--- src/rtl/motor_cmd_arbiter.sv ---
// Fixed-priority arbiter for the shared two-motor drive with preemption, minimum hold and H-bridge dead-time.
// Optional power soft-start ramp is enabled by defining SOFTSTART_EN.
module motor_cmd_arbiter #(
  parameter int DEADTIME = 4,
  parameter int MIN_HOLD = 8,
  parameter int RAMP_DIV = 16
) (
  input  logic        clk,
  input  logic        reset,
  input  logic [2:0]  req_valid,
  input  logic [11:0] req_dir,
  input  logic [8:0]  req_pwr,
  output logic [2:0]  grant,
  output logic [3:0]  dir_out,
  output logic [2:0]  pwr_l,
  output logic [2:0]  pwr_r,
  output logic        busy
);

  // Handshake: req_valid[i] is a level request; the arbiter answers with a
  // registered one-hot grant, and a requester owns the drive while its grant bit is high.

  typedef enum logic [1:0] {
    ST_IDLE  = 2'd0,
    ST_DRIVE = 2'd1,
    ST_DEAD  = 2'd2
  } state_t;

  localparam logic [7:0] HOLD_INIT = 8'(MIN_HOLD);
  localparam logic [7:0] DT_INIT   = 8'(DEADTIME);
  localparam logic [1:0] NONE      = 2'd3;

  if (RAMP_DIV < 1) begin : g_ramp_div_range
  end

  function automatic logic [3:0] norm_dir(input logic [3:0] d);
    case (d)
      4'b1001, 4'b0110, 4'b0101, 4'b1010: norm_dir = d;
      default:                            norm_dir = 4'b0000;
    endcase
  endfunction

  // A reversal or turn change needs dead-time only between two distinct moving codes.
  function automatic logic is_rev(input logic [3:0] a, input logic [3:0] b);
    is_rev = (a != 4'b0000) && (b != 4'b0000) && (a != b);
  endfunction

  function automatic logic [2:0] onehot(input logic [1:0] idx);
    case (idx)
      2'd0:    onehot = 3'b001;
      2'd1:    onehot = 3'b010;
      2'd2:    onehot = 3'b100;
      default: onehot = 3'b000;
    endcase
  endfunction

  function automatic logic [2:0] gate_pwr(input logic [3:0] d, input logic [2:0] p);
    gate_pwr = (d == 4'b0000) ? 3'd0 : p;
  endfunction

  // Registered state, visible to bound checkers as state_q.
  state_t     state_q, state_n;
  logic [1:0] owner_q, owner_n;
  logic [1:0] pend_q, pend_n;
  logic [7:0] hold_q, hold_n;
  logic [7:0] dt_q, dt_n;
  logic [3:0] last_q, last_n;

  logic [2:0] grant_n;
  logic [3:0] dir_n;
  logic [2:0] pwr_n;
  logic       busy_n;

  logic [3:0] dir_v [4];
  logic [2:0] pwr_v [4];
  logic [3:0] valid4;
  logic [1:0] win;
  logic       take;
  logic       check_rev;
  logic [1:0] take_idx;

  assign dir_v[0] = norm_dir(req_dir[3:0]);
  assign dir_v[1] = norm_dir(req_dir[7:4]);
  assign dir_v[2] = norm_dir(req_dir[11:8]);
  assign dir_v[3] = 4'b0000;
  assign pwr_v[0] = req_pwr[2:0];
  assign pwr_v[1] = req_pwr[5:3];
  assign pwr_v[2] = req_pwr[8:6];
  assign pwr_v[3] = 3'd0;
  assign valid4   = {1'b0, req_valid};

  always_comb begin
    if (req_valid[0])      win = 2'd0;
    else if (req_valid[1]) win = 2'd1;
    else if (req_valid[2]) win = 2'd2;
    else                   win = NONE;
  end

  always_comb begin
    state_n   = state_q;
    owner_n   = owner_q;
    pend_n    = pend_q;
    hold_n    = hold_q;
    dt_n      = dt_q;
    last_n    = last_q;
    grant_n   = 3'b000;
    dir_n     = 4'b0000;
    pwr_n     = 3'd0;
    busy_n    = 1'b0;
    take      = 1'b0;
    take_idx  = win;
    check_rev = 1'b1;

    unique case (state_q)
      ST_IDLE: begin
        last_n = 4'b0000;
        if (win != NONE) begin
          take      = 1'b1;
          check_rev = 1'b0;
        end
      end

      ST_DRIVE: begin
        hold_n = (hold_q == 8'd0) ? 8'd0 : hold_q - 8'd1;
        if (win < owner_q) begin
          take = 1'b1;
        end else if (valid4[owner_q]) begin
          if (is_rev(last_q, dir_v[owner_q])) begin
            // Owner keeps the drive across its own reversal via pending.
            state_n = ST_DEAD;
            pend_n  = owner_q;
            dt_n    = DT_INIT;
            busy_n  = 1'b1;
          end else begin
            grant_n = onehot(owner_q);
            dir_n   = dir_v[owner_q];
            pwr_n   = gate_pwr(dir_v[owner_q], pwr_v[owner_q]);
            last_n  = dir_v[owner_q];
          end
        end else if (hold_q != 8'd0) begin
          grant_n = onehot(owner_q);
        end else if (win != NONE) begin
          take = 1'b1;
        end else begin
          state_n = ST_IDLE;
          last_n  = 4'b0000;
        end
      end

      ST_DEAD: begin
        pend_n = (win < pend_q) ? win : pend_q;
        if (dt_q > 8'd1) begin
          dt_n   = dt_q - 8'd1;
          busy_n = 1'b1;
        end else begin
          dt_n      = 8'd0;
          check_rev = 1'b0;
          if (valid4[pend_n]) begin
            take     = 1'b1;
            take_idx = pend_n;
          end else if (win != NONE) begin
            take = 1'b1;
          end else begin
            state_n = ST_IDLE;
            last_n  = 4'b0000;
          end
        end
      end

      default: state_n = ST_IDLE;
    endcase

    if (take) begin
      if (check_rev && is_rev(last_q, dir_v[take_idx])) begin
        state_n = ST_DEAD;
        pend_n  = take_idx;
        dt_n    = DT_INIT;
        busy_n  = 1'b1;
      end else begin
        state_n = ST_DRIVE;
        owner_n = take_idx;
        hold_n  = HOLD_INIT;
        grant_n = onehot(take_idx);
        dir_n   = dir_v[take_idx];
        pwr_n   = gate_pwr(dir_v[take_idx], pwr_v[take_idx]);
        last_n  = dir_v[take_idx];
      end
    end
  end

  always_ff @(posedge clk) begin
    if (reset) begin
      state_q <= ST_IDLE;
      owner_q <= 2'd0;
      pend_q  <= 2'd0;
      hold_q  <= 8'd0;
      dt_q    <= 8'd0;
      last_q  <= 4'b0000;
      grant   <= 3'b000;
      dir_out <= 4'b0000;
      busy    <= 1'b0;
    end else begin
      state_q <= state_n;
      owner_q <= owner_n;
      pend_q  <= pend_n;
      hold_q  <= hold_n;
      dt_q    <= dt_n;
      last_q  <= last_n;
      grant   <= grant_n;
      dir_out <= dir_n;
      busy    <= busy_n;
    end
  end

  logic [2:0] pwr_q;

`ifdef SOFTSTART_EN
  localparam logic [7:0] RAMP_LAST = 8'(RAMP_DIV - 1);
  logic [7:0] ramp_q;

  // Stop and dead-time clear power at once; otherwise step one level per RAMP_DIV cycles.
  always_ff @(posedge clk) begin
    if (reset) begin
      pwr_q  <= 3'd0;
      ramp_q <= 8'd0;
    end else if (dir_n == 4'b0000) begin
      pwr_q  <= 3'd0;
      ramp_q <= 8'd0;
    end else if (pwr_q == pwr_n) begin
      ramp_q <= 8'd0;
    end else if (ramp_q == RAMP_LAST) begin
      ramp_q <= 8'd0;
      pwr_q  <= (pwr_q < pwr_n) ? pwr_q + 3'd1 : pwr_q - 3'd1;
    end else begin
      ramp_q <= ramp_q + 8'd1;
    end
  end
`else
  always_ff @(posedge clk) begin
    if (reset) pwr_q <= 3'd0;
    else       pwr_q <= pwr_n;
  end
`endif

  assign pwr_l = pwr_q;
  assign pwr_r = pwr_q;

endmodule

--- config.mk ---
export PLATFORM = sky130hd
export DESIGN_NAME = motor_cmd_arbiter
export DESIGN_NICKNAME = d
export VERILOG_FILES = /design/src/rtl/motor_cmd_arbiter.sv
export SDC_FILE = /design/constraint.sdc
export NUM_CORES = 1
export LEC_CHECK = 0
export ABC_AREA = 1
export CAP_MARGIN = 10
export CORE_MARGIN = 10
export CORE_UTILIZATION = 27
export CTS_BUF_LIST = sky130_fd_sc_hd__clkbuf_2 sky130_fd_sc_hd__clkbuf_4 sky130_fd_sc_hd__clkbuf_8
export CTS_CLUSTER_SIZE = 10
export DETAILED_ROUTE_END_ITERATION = 16
export PLACE_DENSITY = 0.52
export RECOVER_POWER = 50
export SYNTH_ARGS = -nofsm -noshare
export SYNTH_HDL_FRONTEND = slang
export SYNTH_SLANG_ARGS = --single-unit
--- constraint.sdc ---
create_clock -name clk -period 6.7 [get_ports clk]
set_clock_uncertainty 0.1 [all_clocks]
set_input_delay 1.005 -clock clk [delete_from_list [all_inputs] [get_ports clk]]
set_output_delay 1.005 -clock clk [all_outputs]
set_load 0.02 [all_outputs]
==> results_dict.tcl <==
set metrics [dict create \
    synth-edff-count 0 \
    mappedNetlistNets 571 \
    startpoint_type "input pin" \
    power.ir.vdd_worst_v 0.000160 \
    maxCapViolCount 0 \
    worstMarginPinSlew_ns 0.770 \
    grt_remaining_overflow 0 \
    worst-setup-path-type "in -> reg" \
    n_fill_cell 1274 \
    yosysSeqAreaShare 0.230 \
    power.total_mw 1.65 \
    syn_area_per_cell_um2 6.02 \
    rrSetupSlack_ns 2.98 \
    timing.final.crit_share 0.761 \
    area_delta_synth_final_pct 17.3 \
    clockBufferDepth 2 \
    post_route_cells_drive_above_1_share 0.0657 \
    cp_max_fo 14 \
    tritoncts "yes" \
    yosysWarnings 0 \
    leakagePower_nw 1.82 \
    critPathMaxStageDelay_ns 0.61 \
    routed_via_density 4.94 \
    finalCoreUtilization 0.327 \
    grt_pass1_vias 3303 \
    critPathTopFamily "simple AND/OR/NAND/NOR gates" \
    starting_density 0.279 \
    rsz0062_at_grt "false" \
    htreeDepth 2 \
    drt_pre_antenna_iters 6 \
    clkTransAtPathRegs_ns 0.08 \
    die_height_um 129 \
    layout.area.seq_um2 741 \
    cpMostUsedCell "sky130_fd_sc_hd__nand3_1" \
    maximum_number_of_pins_on_one_net_before_global_route_repair 20 \
    final_critical_path_setup_slack_ns 1.60 \
    vias 3491 \
    count_of_instances_resized_after_the_clock_tree_is_built 0 \
    antenna_diode_count 0 \
    final_hold_viol_count 0 \
    design.die.area_mm2 0.0167 \
    critical_path.reg2reg.endpoint "pend_q[0]" \
    timing.final.max_slew_violations 0 \
    drt_iter0_drc 232 \
    nets 598 \
    cts-buffers-inserted 5 \
    synthCells 535 \
    path_depth 20 \
    timing.final.setup_violations 0 \
    multi_input_area_mm2 0.00203 \
    worstSetupEndpoint "pend_q[0]" \
    worst_ep_arrival_time_ns 5.19 \
    timing.rr.start "owner_q[0]" \
    gp_weighted_congestion 0.931 \
    cts.root.buffer_cell "sky130_fd_sc_hd__clkbuf_8" \
    setup-tns-final_ns 0 \
    grt_pass1_wl_um 16000 \
    core_area_mm2 0.0116 \
    post-cts-setup-buffers 0 \
    remaining_drc_errors 0 \
    critical_path.slowest_cell "sky130_fd_sc_hd__dlygate4sd3_1" \
    cp.buffers_inverters 3 \
    synth_cell_type_count 42 \
    cells_along_the_critical_path "dlygate4sd3_1, nor2_1, clkbuf_1, ha_1, o21ai_0, nand3_1, nand3_1, nand3_1, nand2_1, nand2_1, inv_1, nand3_1, nand3_1, nand2_1, nand2_1, nor2_1, nand2_2, nand3_1, nor2_1, nor2_1" \
    ctsHoldBuffers 0 \
    finalWorstPathRequiredPeriod_ns 5.10 \
    antenna_found_initial 0 \
    grtUsageTotal 0.116 \
    die_width_um 129 \
    worstHoldPathType "reg -> reg" \
    power.density_mw_per_mm2 437 \
    clock_latency_ns 0.29 \
    yosys_register_bits 37 \
    clock.fmax_mhz 196 \
    rr_worst_depth 11 \
    number_of_nets_still_failing_antenna_checks_after_routing 0 \
    timing.critical_path.from "req_valid[1]" \
    outcome "complete, no violations" \
    routed_wl_um 9860 \
    route.detailed.wl_per_inst_um 14.0 \
    synth.cell_area_mm2 0.00322 \
    io_buffer_count 39 \
    boundaryPins 40 \
    pre_cts_slack_ns 2.14 \
    rows 39 \
    postSynth.asyncResetShare 0 \
    cp.required_ns 6.79 \
    cts_num_sinks 37 \
    synth_ff_type "sky130_fd_sc_hd__dfxtp_1" \
    crit_path_end_kind "flop" \
    slew_headroom 0.486 \
    place.detailed.hpwl_um 7670 \
]
cells in the mapped netlist, drive strengths merged, types with 5 or more instances:
library cell | count | share of area
nand2 | 133 | 0.17
inv | 82 | 0.095
nand3 | 63 | 0.10
nor2 | 54 | 0.066
a21oi | 37 | 0.063
dfxtp | 37 | 0.23
o21ai | 32 | 0.051
nand4 | 14 | 0.029
buf | 12 | 0.028
nor3 | 11 | 0.021
ha | 10 | 0.039
clkbuf | 8 | 0.0093
xor2 | 7 | 0.019
o211ai | 5 | 0.012
o22ai | 5 | 0.0097
logic make-up (layout without fill, tap and decap cells):
logic type,after synthesis,in the layout,share of synthesized area
AOI/OAI and AO/OA,94,94,0.173
xor gates and xnor gates,11,11,0.0299
adders and majority gates,10,10,0.0388
buffers and inverters,103,131,0.134
DFF,37,37,0.230
and+or+nand+nor,280,280,0.394
metrics by stage:
step	std cells	cell area, µm²	hold slack [ns]
after floorplan	535	3220	0.361
after global placement	698	3680	0.375
after detailed placement	698	3680	0.379
after CTS	706	3800	0.396
after global routing	706	3780	0.407
final	706	3780	0.394
worst min path at each step:
| stage | from | end | slack (ns) | cells after the start |
|---|---|---|---|---|
| after floorplan | hold_q[7] | hold_q[7] | 0.36 | 2 |
| after global placement | hold_q[7] | hold_q[7] | 0.37 | 2 |
| after detailed placement | hold_q[7] | hold_q[7] | 0.38 | 2 |
| after CTS | hold_q[7] | hold_q[7] | 0.40 | 2 |
| after global routing | hold_q[7] | hold_q[7] | 0.41 | 2 |
| final | hold_q[7] | hold_q[7] | 0.39 | 2 |
cell type report:
| class | instances | share of cell area |
|---|---|---|
| Multi-Input combinational cell | 395 | 0.538 |
| Inverter | 83 | 0.0824 |
| Tap cell | 143 | 0.0473 |
| Clock inverter | 2 | 0.00993 |
| Timing Repair Buffer | 40 | 0.104 |
| Sequential cell | 37 | 0.196 |
| Clock buffer | 6 | 0.0218 |
worst min-delay path, stage by stage (launching register included):
cell and delay [ns]:
sky130_fd_sc_hd__dfxtp_1 0.33, sky130_fd_sc_hd__nand2_1 0.08, sky130_fd_sc_hd__a21oi_2 0.04
cell usage in the layout, fill, tap and decap left out, types with 3 or more instances in the layout:
cell,instances
sky130_fd_sc_hd__nand3_1,62
sky130_fd_sc_hd__dlygate4sd3_1,15
sky130_fd_sc_hd__nand2_2,6
sky130_fd_sc_hd__nand4_1,13
sky130_fd_sc_hd__nor3_1,10
sky130_fd_sc_hd__a21oi_1,32
sky130_fd_sc_hd__inv_1,74
sky130_fd_sc_hd__clkbuf_8,6
sky130_fd_sc_hd__o2111ai_1,3
sky130_fd_sc_hd__o21ai_0,31
sky130_fd_sc_hd__nor2_1,52
sky130_fd_sc_hd__inv_2,8
sky130_fd_sc_hd__ha_1,10
sky130_fd_sc_hd__xor2_1,7
sky130_fd_sc_hd__nand2_1,125
sky130_fd_sc_hd__clkdlybuf4s50_1,24
sky130_fd_sc_hd__o22ai_1,5
sky130_fd_sc_hd__dfxtp_1,37
sky130_fd_sc_hd__a211oi_1,4
sky130_fd_sc_hd__a21oi_2,5
sky130_fd_sc_hd__xnor2_1,4
sky130_fd_sc_hd__a31oi_1,4
sky130_fd_sc_hd__o211ai_1,5
where the power goes:
part / total (mW) / internal (mW) / switching, mW / leakage (nW)
logic: 1.07 / 0.367 / 0.705 / 1.46
clock network: 0.208 / 0.121 / 0.0870 / 0.0574
registers: 0.373 / 0.298 / 0.0749 / 0.303
total: 1.65 / 0.786 / 0.867 / 1.82
flip-flops by register name, summed over array words and instances (netlist names):
signal and cells:
state_q 2, dt_q 8, owner_q 2, pwr_l 3
grant 3, pend_q 2, busy 1, last_q 4
dir_out 4, hold_q 8
layer usage:
metal,up-vias,track usage,routed length (µm)
li1,1799,-,-
met1,1572,0.144,4510
met2,109,0.200,4560
met3,11,0.0241,666
met4,0,0.0341,123
met5,-,0,0
Power figures use the tool's default switching activity.
